`src/rtl/button_debouncer.sv`:
```
// Push-button conditioner: 2-flop synchronizer, debounce FSM, press/release pulses, press counter.
// Optional long-press detector enabled by defining BUTTON_DEBOUNCER_LONG_PRESS_EN.
module button_debouncer #(
    parameter int unsigned DEBOUNCE_CYCLES   = 1_000_000,
    parameter int unsigned LONG_PRESS_CYCLES = 100_000_000,
    parameter bit          BTN_ACTIVE_LOW    = 1'b0
) (
    input  logic       clk,
    input  logic       rst_n,
    input  logic       btn_in,
    output logic       btn_level,
    output logic       press_pulse,
    output logic       release_pulse,
    output logic [7:0] press_count,
    output logic       long_press
);

    localparam int unsigned     CntW    = $clog2(DEBOUNCE_CYCLES + 1);
    localparam logic [CntW-1:0] CntLast = CntW'(DEBOUNCE_CYCLES - 1);

    typedef enum logic [1:0] {
        StIdle,
        StPressWait,
        StPressed,
        StReleaseWait
    } state_e;

    if (DEBOUNCE_CYCLES < 1 || LONG_PRESS_CYCLES < 1) begin : g_bad_params
        $error("button_debouncer: DEBOUNCE_CYCLES and LONG_PRESS_CYCLES must be >= 1");
    end

    state_e          state_q, state_d;
    logic [CntW-1:0] cnt_q, cnt_d;
    logic            btn_raw;
    logic            sync_meta_q, sync_q;
    logic            level_q, level_d;
    logic            press_q, press_d;
    logic            release_q, release_d;
    logic [7:0]      count_q, count_d;

    assign btn_raw = BTN_ACTIVE_LOW ? ~btn_in : btn_in;

    always_ff @(posedge clk or negedge rst_n) begin
        if (!rst_n) begin
            sync_meta_q <= 1'b0;
            sync_q      <= 1'b0;
        end else begin
            sync_meta_q <= btn_raw;
            sync_q      <= sync_meta_q;
        end
    end

    // The debounce counter restarts from zero on every state entry.
    always_comb begin
        state_d   = state_q;
        cnt_d     = cnt_q;
        level_d   = level_q;
        press_d   = 1'b0;
        release_d = 1'b0;
        count_d   = count_q;
        unique case (state_q)
            StIdle: begin
                if (sync_q) begin
                    state_d = StPressWait;
                    cnt_d   = '0;
                end
            end
            StPressWait: begin
                if (!sync_q) begin
                    state_d = StIdle;
                    cnt_d   = '0;
                end else if (cnt_q == CntLast) begin
                    state_d = StPressed;
                    cnt_d   = '0;
                    level_d = 1'b1;
                    press_d = 1'b1;
                    count_d = count_q + 8'd1;
                end else begin
                    cnt_d = cnt_q + 1'b1;
                end
            end
            StPressed: begin
                if (!sync_q) begin
                    state_d = StReleaseWait;
                    cnt_d   = '0;
                end
            end
            StReleaseWait: begin
                if (sync_q) begin
                    state_d = StPressed;
                    cnt_d   = '0;
                end else if (cnt_q == CntLast) begin
                    state_d   = StIdle;
                    cnt_d     = '0;
                    level_d   = 1'b0;
                    release_d = 1'b1;
                end else begin
                    cnt_d = cnt_q + 1'b1;
                end
            end
            default: begin
                state_d = StIdle;
                cnt_d   = '0;
            end
        endcase
    end

    always_ff @(posedge clk or negedge rst_n) begin
        if (!rst_n) begin
            state_q   <= StIdle;
            cnt_q     <= '0;
            level_q   <= 1'b0;
            press_q   <= 1'b0;
            release_q <= 1'b0;
            count_q   <= 8'd0;
        end else begin
            state_q   <= state_d;
            cnt_q     <= cnt_d;
            level_q   <= level_d;
            press_q   <= press_d;
            release_q <= release_d;
            count_q   <= count_d;
        end
    end

    assign btn_level     = level_q;
    assign press_pulse   = press_q;
    assign release_pulse = release_q;
    assign press_count   = count_q;

`ifdef BUTTON_DEBOUNCER_LONG_PRESS_EN
    localparam int unsigned      HoldW    = $clog2(LONG_PRESS_CYCLES + 1);
    localparam logic [HoldW-1:0] HoldLast = HoldW'(LONG_PRESS_CYCLES - 1);
    localparam logic [HoldW-1:0] HoldSat  = HoldW'(LONG_PRESS_CYCLES);

    logic [HoldW-1:0] hold_q, hold_d;
    logic             long_q, long_d;

    // Saturating one past the trigger value guarantees a single pulse per press.
    always_comb begin
        hold_d = hold_q;
        long_d = level_q && (hold_q == HoldLast);
        if (!level_q) begin
            hold_d = '0;
        end else if (hold_q != HoldSat) begin
            hold_d = hold_q + 1'b1;
        end
    end

    always_ff @(posedge clk or negedge rst_n) begin
        if (!rst_n) begin
            hold_q <= '0;
            long_q <= 1'b0;
        end else begin
            hold_q <= hold_d;
            long_q <= long_d;
        end
    end

    assign long_press = long_q;
`else
    assign long_press = 1'b0;
`endif

endmodule

```
`config.mk`:
```
export PLATFORM = sky130hd
export DESIGN_NAME = button_debouncer
export DESIGN_NICKNAME = d
export VERILOG_FILES = /design/src/rtl/button_debouncer.sv
export SDC_FILE = /design/constraint.sdc
export NUM_CORES = 1
export LEC_CHECK = 0
export ABC_AREA = 1
export CAP_MARGIN = 20
export CORE_MARGIN = 4
export CORE_UTILIZATION = 55
export DETAILED_ROUTE_END_ITERATION = 10
export GPL_TIMING_DRIVEN = 1
export MAX_ROUTING_LAYER = met4
export PLACE_DENSITY = 0.76
export SYNTH_ARGS = -nofsm -noshare
export SYNTH_HDL_FRONTEND = slang
export SYNTH_SLANG_ARGS = --single-unit
export TNS_END_PERCENT = 50
```
`constraint.sdc`:
```
create_clock -name clk -period 1.95 [get_ports clk]
set_input_delay 0.195 -clock clk [delete_from_list [all_inputs] [get_ports clk]]
set_output_delay 0.195 -clock clk [all_outputs]
set_load 0.05 [all_outputs]
```
### Yosys cells after proc, flatten, opt, wreduce, memory -nomap -nowiden

Cells that the tools add are included.

* multiplexer cells: 23
* $add $sub $neg: 2
* equality and inequality tests: 12
* reduce and logical (&&, ||, !) cells: 6

Operators by type and width (count)
* two-way mux 20 bit: 5
* case mux 20 bit (4 select lines): 1
* adder 20 x 1 -> 20 bit, second input constant: 1
* equality test 20 bit, second input constant: 1
* two-way mux 2 bit: 6
* inequality test 2 bit, second input constant: 6
* two-way mux 1 bit: 9
* adder 8 x 1 -> 8 bit, second input constant: 1
* case mux 2 bit (4 select lines): 1
* inequality test 3 bit, second input constant: 2
* AND reduction 5 bit: 1
* equality test 2 bit, second input constant: 2
* AND reduction 4 bit: 1
* AND reduction 3 bit: 1
* equality test 2 x 1 -> 1 bit, second input constant: 1
* logical NOT 2 bit: 1
* case mux 1 bit (2 select lines): 1
* AND reduction 2 bit: 1
* nonzero test 2 bit: 1

* word-level logic and storage cells: 51
* bits in registers: 35
* output and inout port bits: 12

### Longest topological paths before layout

Gate-level depths: netlist of the first run.

* depth after elaboration: 4
* mapped depth: 11

### Worst setup path before layout of the first run

OpenSTA, ideal clock, no wires.

* kind: flip-flop to flip-flop
* start point: register cnt_q[0]
* end point: register cnt_q[16]
* cell stages (with the launch flop): 12
* setup slack: 454 ps
* data arrival time: 1381 ps
* setup time: 115 ps
* path buffers: 1
* cells stage by stage: dfrtp_1 > ha_1 > nand2_2 > nor2_4 > nand2_4 > nor2_4 > nand2_2 > nand2_2 > inv_2 > buf_6 > nand3_2 > nand2_2

* word-level cells in the longest chain between the ends: 4
* elaborated cells between the ends (all ways): 6
* those cells by class: 1 x add/sub; 1 x eq/ne; 4 x mux

Ends and longest elaborated chain
* start, declared: RTL line 33 `logic [CntW-1:0] cnt_q, cnt_d;`
* start signal, assigned: RTL line 118 `cnt_q <= cnt_d;`
* adder 20 x 1 -> 20 bit / equality test 20 bit (equally long branches)
* two-way mux 20 bit *: RTL line 72, 92
* two-way mux 20 bit, on equally long branches: RTL line 89, 69
* case mux 20 bit (4 select lines) *: RTL line 61 `unique case (state_q)`

Mark *: on every way between the ends. The rest lies on a longest branch, timed or not.
A chain may end at the register's enable or synchronous reset.

### Worst setup path in the final report of the first run

* start point: register count_q[5] (netlist: press_count[5])
* end point: output press_count[5]

RTL lines
* start, declared: RTL line 39 `logic [7:0] count_q, count_d;`
* start signal, assigned: RTL line 122 `count_q <= count_d;`
* end, declared: RTL line 14 `output logic [7:0] press_count,`

No word-level cell between the ends.

==> results of run 1 <==
[logic make-up (layout without fill, tap and decap cells)]
logic type / Yosys count / after routing / synth area share
AOI/OAI and AO/OA: 20 / 20 / 0.0505
xor gates and xnor gates: 10 / 10 / 0.0406
adders and majority gates: 2 / 2 / 0.0116
buffers and inverters: 39 / 58 / 0.0795
DFF: 35 / 35 / 0.406
other: 1 / 1 / 0.00174
and+or+nand+nor: 187 / 187 / 0.410
[how the worst min path moves through the flow]
stage | endpoint | slack, ns | start
after floorplan | async pin | -0.10 | rst_n
after global placement | cnt_q[9] | 0.31 | rst_n
after detailed placement | cnt_q[9] | 0.31 | rst_n
after CTS | sync_meta_q | 0.37 | btn_in
after global routing | sync_meta_q | 0.38 | btn_in
final | sync_q | 0.38 | sync_meta_q
[cells in the final DEF, fill, tap and decap left out, types with 2 or more instances in the layout]
cell type / count
nand2_1: 91
inv_1: 29
ha_1: 2
nor2_1: 35
o22ai_1: 5
clkdlybuf4s50_1: 12
o21ai_0: 9
clkinvlp_4: 2
dfrtp_1: 35
o21ai_1: 3
nor3_1: 3
xor2_1: 2
a21oi_1: 2
nand2_2: 13
nor2_2: 5
nand3_1: 17
nand3_2: 10
nor2_4: 2
xnor2_1: 8
nand4_1: 7
clkbuf_8: 5
buf_4: 3
inv_2: 4
[synth_stat cells]
master     n
nand2_1   91
dfrtp_1   35
nor2_1    35
inv_1     29
nand3_1   17
nand2_2   13
nand3_2   10
o21ai_0    9
xnor2_1    8
nand4_1    7
nor2_2     5
o22ai_1    5
inv_2      4
nor3_1     3
o21ai_1    3
a21oi_1    2
buf_2      2
buf_4      2
buf_6      2
ha_1       2
nor2_4     2
xor2_1     2
and3_1     1
conb_1     1
nand2_4    1
nand3b_1   1
o21bai_1   1
or2_2      1
[sequential cells by signal, summed over array words and instances, names as in the netlist, named ones only]
name and count:
state_q 1, btn_level 1, press_pulse 1, release_pulse 1, press_count 8, cnt_q 20
sync_q 1, sync_meta_q 1
[power by group]
group,leakage [nW],switching (mW),internal [mW]
Clock,0.0402,0.281,0.248
Sequential,0.479,0.0521,0.770
Combinational,0.555,0.290,0.114
Total,1.07,0.624,1.13
[final cells by class]
| type | count | area, um2 | area share |
|---|---|---|---|
| multi-input cells | 220 | 1110 | 0.459 |
| inverters | 33 | 124 | 0.0513 |
| clock buffers | 5 | 68.8 | 0.0285 |
| repair buffers | 17 | 158 | 0.0653 |
| well taps | 48 | 60.1 | 0.0249 |
| flip-flops and latches | 35 | 876 | 0.363 |
| clock inverters | 3 | 20.0 | 0.00829 |
[per-stage QoR]
step                setup slack (ns)  utilization  hold WS (ns)  cells  power [mW]
finish                         0.159        0.650         0.381    361        1.76
global route                   0.101        0.650         0.381    361        1.87
CTS                            0.123        0.650         0.372    361        1.77
detailed placement             0.262        0.623         0.314    352        1.24
global placement               0.343        0.623         0.313    352        1.22
floorplan                      0.454            -        -0.101    294        1.14
[routing by layer]
metal / share of wire / track usage
met1: 0.47 / 0.292
met2: 0.46 / 0.320
met4: 0.035 / 0.119
met3: 0.042 / 0.0369
met5: 0 / -
[what timing repair did]
item,in CTS,in global routing
endpoints found under the setup margin,0,0
endpoints found under the hold margin,35,0
gates resized for setup,0,0
hold buffers,1,0
==> metrics.md, run 1 <==
| Metric | Value |
|---|---|
| Area Growth Syn to Fin | 12.0% |
| Starting Density | 0.580 |
| Sequential area share after synthesis | 0.406 |
| Worst path slowest cell | clkdlybuf4s50_1 |
| Die area | 0.00499 mm2 |
| Placed Area | 0.00232 mm2 |
| Yosys top cell area share | 0.406 |
| CP endpoint | press_count[5] |
| Post-DP HPWL | 3590 um |
| CTS sink count | 35 |
| # fillers | 337 |
| Pins Over Slew Limit | 0 |
| Post-CTS Setup Inserts | 0 |
| Worst-path clk slew | 0.08 ns |
| Hold Path Cell Cnt | 0 |
| GPL Wtd Cong | 0.918 |
| Final instance area | 0.00241 mm2 |
| Final Hold Viols | 0 |
| Fin crit share | 0.919 |
| First-pass GRT wire length | 8360 um |
| Mapped cell area | 0.00216 mm2 |
| Reg-to-reg startpoint | cnt_q[0] |
| Max-cap violations | 0 |
| Leak | 1.07 nW |
| Req. time, crit path | 1.75 ns |
| Drt initial violations | 210 |
| Clock Latency Late Sink | 0.29 ns |
| Residual DRC | 0 |
| Average wire per standard cell | 13.1 um |
| Longest Clk Path Bufs | 2 |
| Post-Syn Instances | 294 |
| Die span in x | 70.6 um |
| Initial antenna violation count | 0 |
| Worst-path maximum fanout | 5 |
| Total GRT Usage | 0.220 |
| Setup Viol. Count Final | 0 |
| First-pass DRT Iterations | 4 |
| WP depth | 1 |
| Slew margin rel. | 0.490 |
| Routed Antenna Nets | 0 |
| Worst-margin pin slew | 0.765 ns |
| Netlist cell types | 28 |
| Root Buffer | clkbuf_8 |
| Status | completed |
| Syn_nets | 299 |
| Vias per inst | 5.20 |
| R2R depth | 11 |
| Chip Height | 70.6 um |
| Ranking of synthesized cells by area | dfrtp_1, nand2_1, nor2_1, inv_1, nand3_2 |
| I/O Pins | 15 |
| Total negative slack | 0 ns |
| Synthesized area per cell | 7.33 um2 |
| CP Launch Type | register |
| PD cells | 727 mW/mm2 |
| Total gr overflow | 0 |
| Standard-cell rows | 22 |
| Antenna cells | 0 |
| Layout cell share with drive strength beyond 1 | 0.153 |
| Synth area leader | dfrtp_1 |
| Vias in the first global route | 1728 |
| Fmax | 558 MHz |
| CP Launch Point | press_count[5] |
| Crit path time final | 1.79 ns |
| Pin count of the biggest net entering global routing | 36 |
| CTS tree | built |
| Peak supply drop | 0.455 mV |
| CTS buffer count | 5 |
| Bufs and invs on worst path | 1 |
| Seq cells post-synth | 35 |
| Yosys warns | 0 |
| Cell Chain, Critical Path | clkdlybuf4s50_1 |
| Port bufs | 13 |
| # nets final | 317 |
| H-tree levels | 2 |
| Worst hold path type | reg2reg |
| Top delay family on crit path | buffers and inverters |
| Worst R2R Setup Slack | 0.24 ns |
| Crit-path max cell delay | 0.86 ns |
| Crit end category | primary output |
| Core Region | 0.00372 mm2 |
| WS Path Type | reg2out |
| Max Clock Skew | 0.00562 ns |
| Critical Path AT | 1.60 ns |
| RSZ-0062 raised after global routing | false |
| Vias | 1876 |
| Post-Route WL | 4750 um |
Note: power is estimated with default switching activity, not from simulation.
==> inputs of run 2 (changes only) <==
SKIP_CTS_REPAIR_TIMING = 1   (was not set)
TNS_END_PERCENT = not set   (was 50)
clock period = 2.2 ns   (was 1.95 ns; I/O delays follow)
==> metrics.md, run 2 (synthesis gave the netlist of run 1 again) <==
| Metric | Value |
|---|---|
| Die span in x | 70.6 um |
| Status | finished with violations |
| Total chip power | 1.51 mW |
| Root Buffer | clkbuf_8 |
| Chip Height | 70.6 um |
| Pin count of the biggest net entering global routing | 36 |
| Starting Density | 0.580 |
| Max reg flops | 20 |
| First-pass GRT wire length | 8380 um |
| Routed Antenna Nets | 0 |
| Average wire per standard cell | 13.4 um |
| I/O Pins | 15 |
| Setup Viol. Count Final | 0 |
| GR Util met1 | 0.299 |
| Worst hold path type | in2async |
| Final Hold Viols | 6 |
| Core Region | 0.00372 mm2 |
| Pins Over Slew Limit | 0 |
| Drt initial violations | 186 |
| Vias per inst | 5.31 |
| Clock Latency Late Sink | 0.29 ns |
| Crit path time final | 1.84 ns |
| First-pass DRT Iterations | 4 |
| Area Growth Syn to Fin | 10.7% |
| Post-DP HPWL | 3520 um |
| Total negative slack | 0 ns |
| Failing checks | negative hold slack |
| CP Launch Type | register |
| Leak | 1.06 nW |
| Max Clock Skew | 0.00756 ns |
| Req. time, crit path | 2.37 ns |
| Fin crit share | 0.834 |
| Most Used Layer, Global Route | met2 |
| Residual DRC | 0 |
| CTS tree | built |
| # nets final | 314 |
| Peak supply drop | 0.554 mV |
| Worst-path maximum fanout | 11 |
| PD cells | 632 mW/mm2 |
| GR Util met3 | 0.0483 |
| Final Core Density | 0.642 |
| Global-route track usage on met2 | 0.314 |
| Vias in the first global route | 1766 |
| Hold WS | -0.00537 ns |
| Initial antenna violation count | 0 |
| WS Path Type | reg2reg |
| Crit end category | register |
| GPL Wtd Cong | 0.908 |
| H-tree levels | 2 |
| Largest register by flop count | cnt_q |
| Max-cap violations | 0 |
| CTS sink count | 35 |
| Most frequent cells in the layout | nand2_1, nor2_1, dfrtp_1 |
| Die area | 0.00499 mm2 |
| Port bufs | 13 |
| Worst-path clk slew | 0.07 ns |
| Worst-margin pin slew | 0.770 ns |
| RSZ-0062 raised after global routing | false |
| Total GRT Usage | 0.218 |
| Critical Path AT | 2.01 ns |
| Slew margin rel. | 0.487 |
| Layout cell share with drive strength beyond 1 | 0.145 |
| CTS buffer count | 5 |
| Post-Route WL | 4780 um |
| Standard-cell rows | 22 |
| Total gr overflow | 0 |
| Longest Clk Path Bufs | 2 |
| Commonest non-fill, non-tap cell in the layout | nand2_1 |
| Antenna cells | 0 |
| Fmax | 545 MHz |
| Vias | 1902 |
==> run 2: changes by cell type in the layout (fill, tap and decap cells not counted), sizes merged <==
cell | before | now
clkbuf | 5 | 6
clkinvlp | 2 | 1
dlygate4sd3 | 1 | 0
buf | 4 | 2
==> run 2: stage by stage <==
stage	hold slack [ns]	setup WS, ns	instances	cell area (um2)
after floorplan	-0.0756	0.704	294	2160
after global placement	0.332	0.442	350	2300
after detailed placement	0.345	0.380	350	2300
after CTS	0.0265	0.369	358	2390
after global routing	0.0626	0.194	358	2390
final	-0.00537	0.365	358	2390
==> run 2: routing by layer <==
metal / vias up / routed length [um]
met5: - / 0
met4: 0 / 109
met3: 10 / 202
met2: 47 / 2180
met1: 894 / 2290
li1: 951 / -
==> run 2: worst max-delay path, stage by stage, from the launching register on <==
cell     delay (ns)
dfrtp_1        0.40
ha_1           0.26
nand2_2        0.11
nor2_4         0.14
nand2_4        0.08
nor2_4         0.11
nand2_2        0.06
nand2_2        0.19
inv_2          0.18
nand2_1        0.09
o21ai_0        0.08
==> run 2: cell type report <==
cell class	instances	area, um2
Inverter	33	124
Sequential cell	35	876
Clock buffer	6	72.6
Timing Repair Buffer	14	133
Clock inverter	2	12.5
Tap cell	48	60.1
Multi-Input combinational cell	220	1110
Fill cell	350	1330
==> run 2: final timing paths <==
| path | cells after the start | end | slack [ns] | start |
|---|---|---|---|---|
| worst max register to register | 10 | cnt_q[1] | 0.36 | cnt_q[0] |
| worst min-delay path | 1 | cnt_q[9] | -0.005 | rst_n |
| max in group asynchronous | 1 | cnt_q[16] | 1.71 | rst_n |
| worst max-delay path | 10 | cnt_q[1] | 0.36 | cnt_q[0] |
| min in group clk | 0 | sync_q | 0.37 | sync_meta_q |
| worst min register to register | 0 | sync_q | 0.37 | sync_meta_q |
==> run 2: report_power, final <==
part / switching [mW] / internal [mW]
Combinational: 0.241 / 0.0760
Sequential: 0.0468 / 0.683
Clock: 0.240 / 0.221
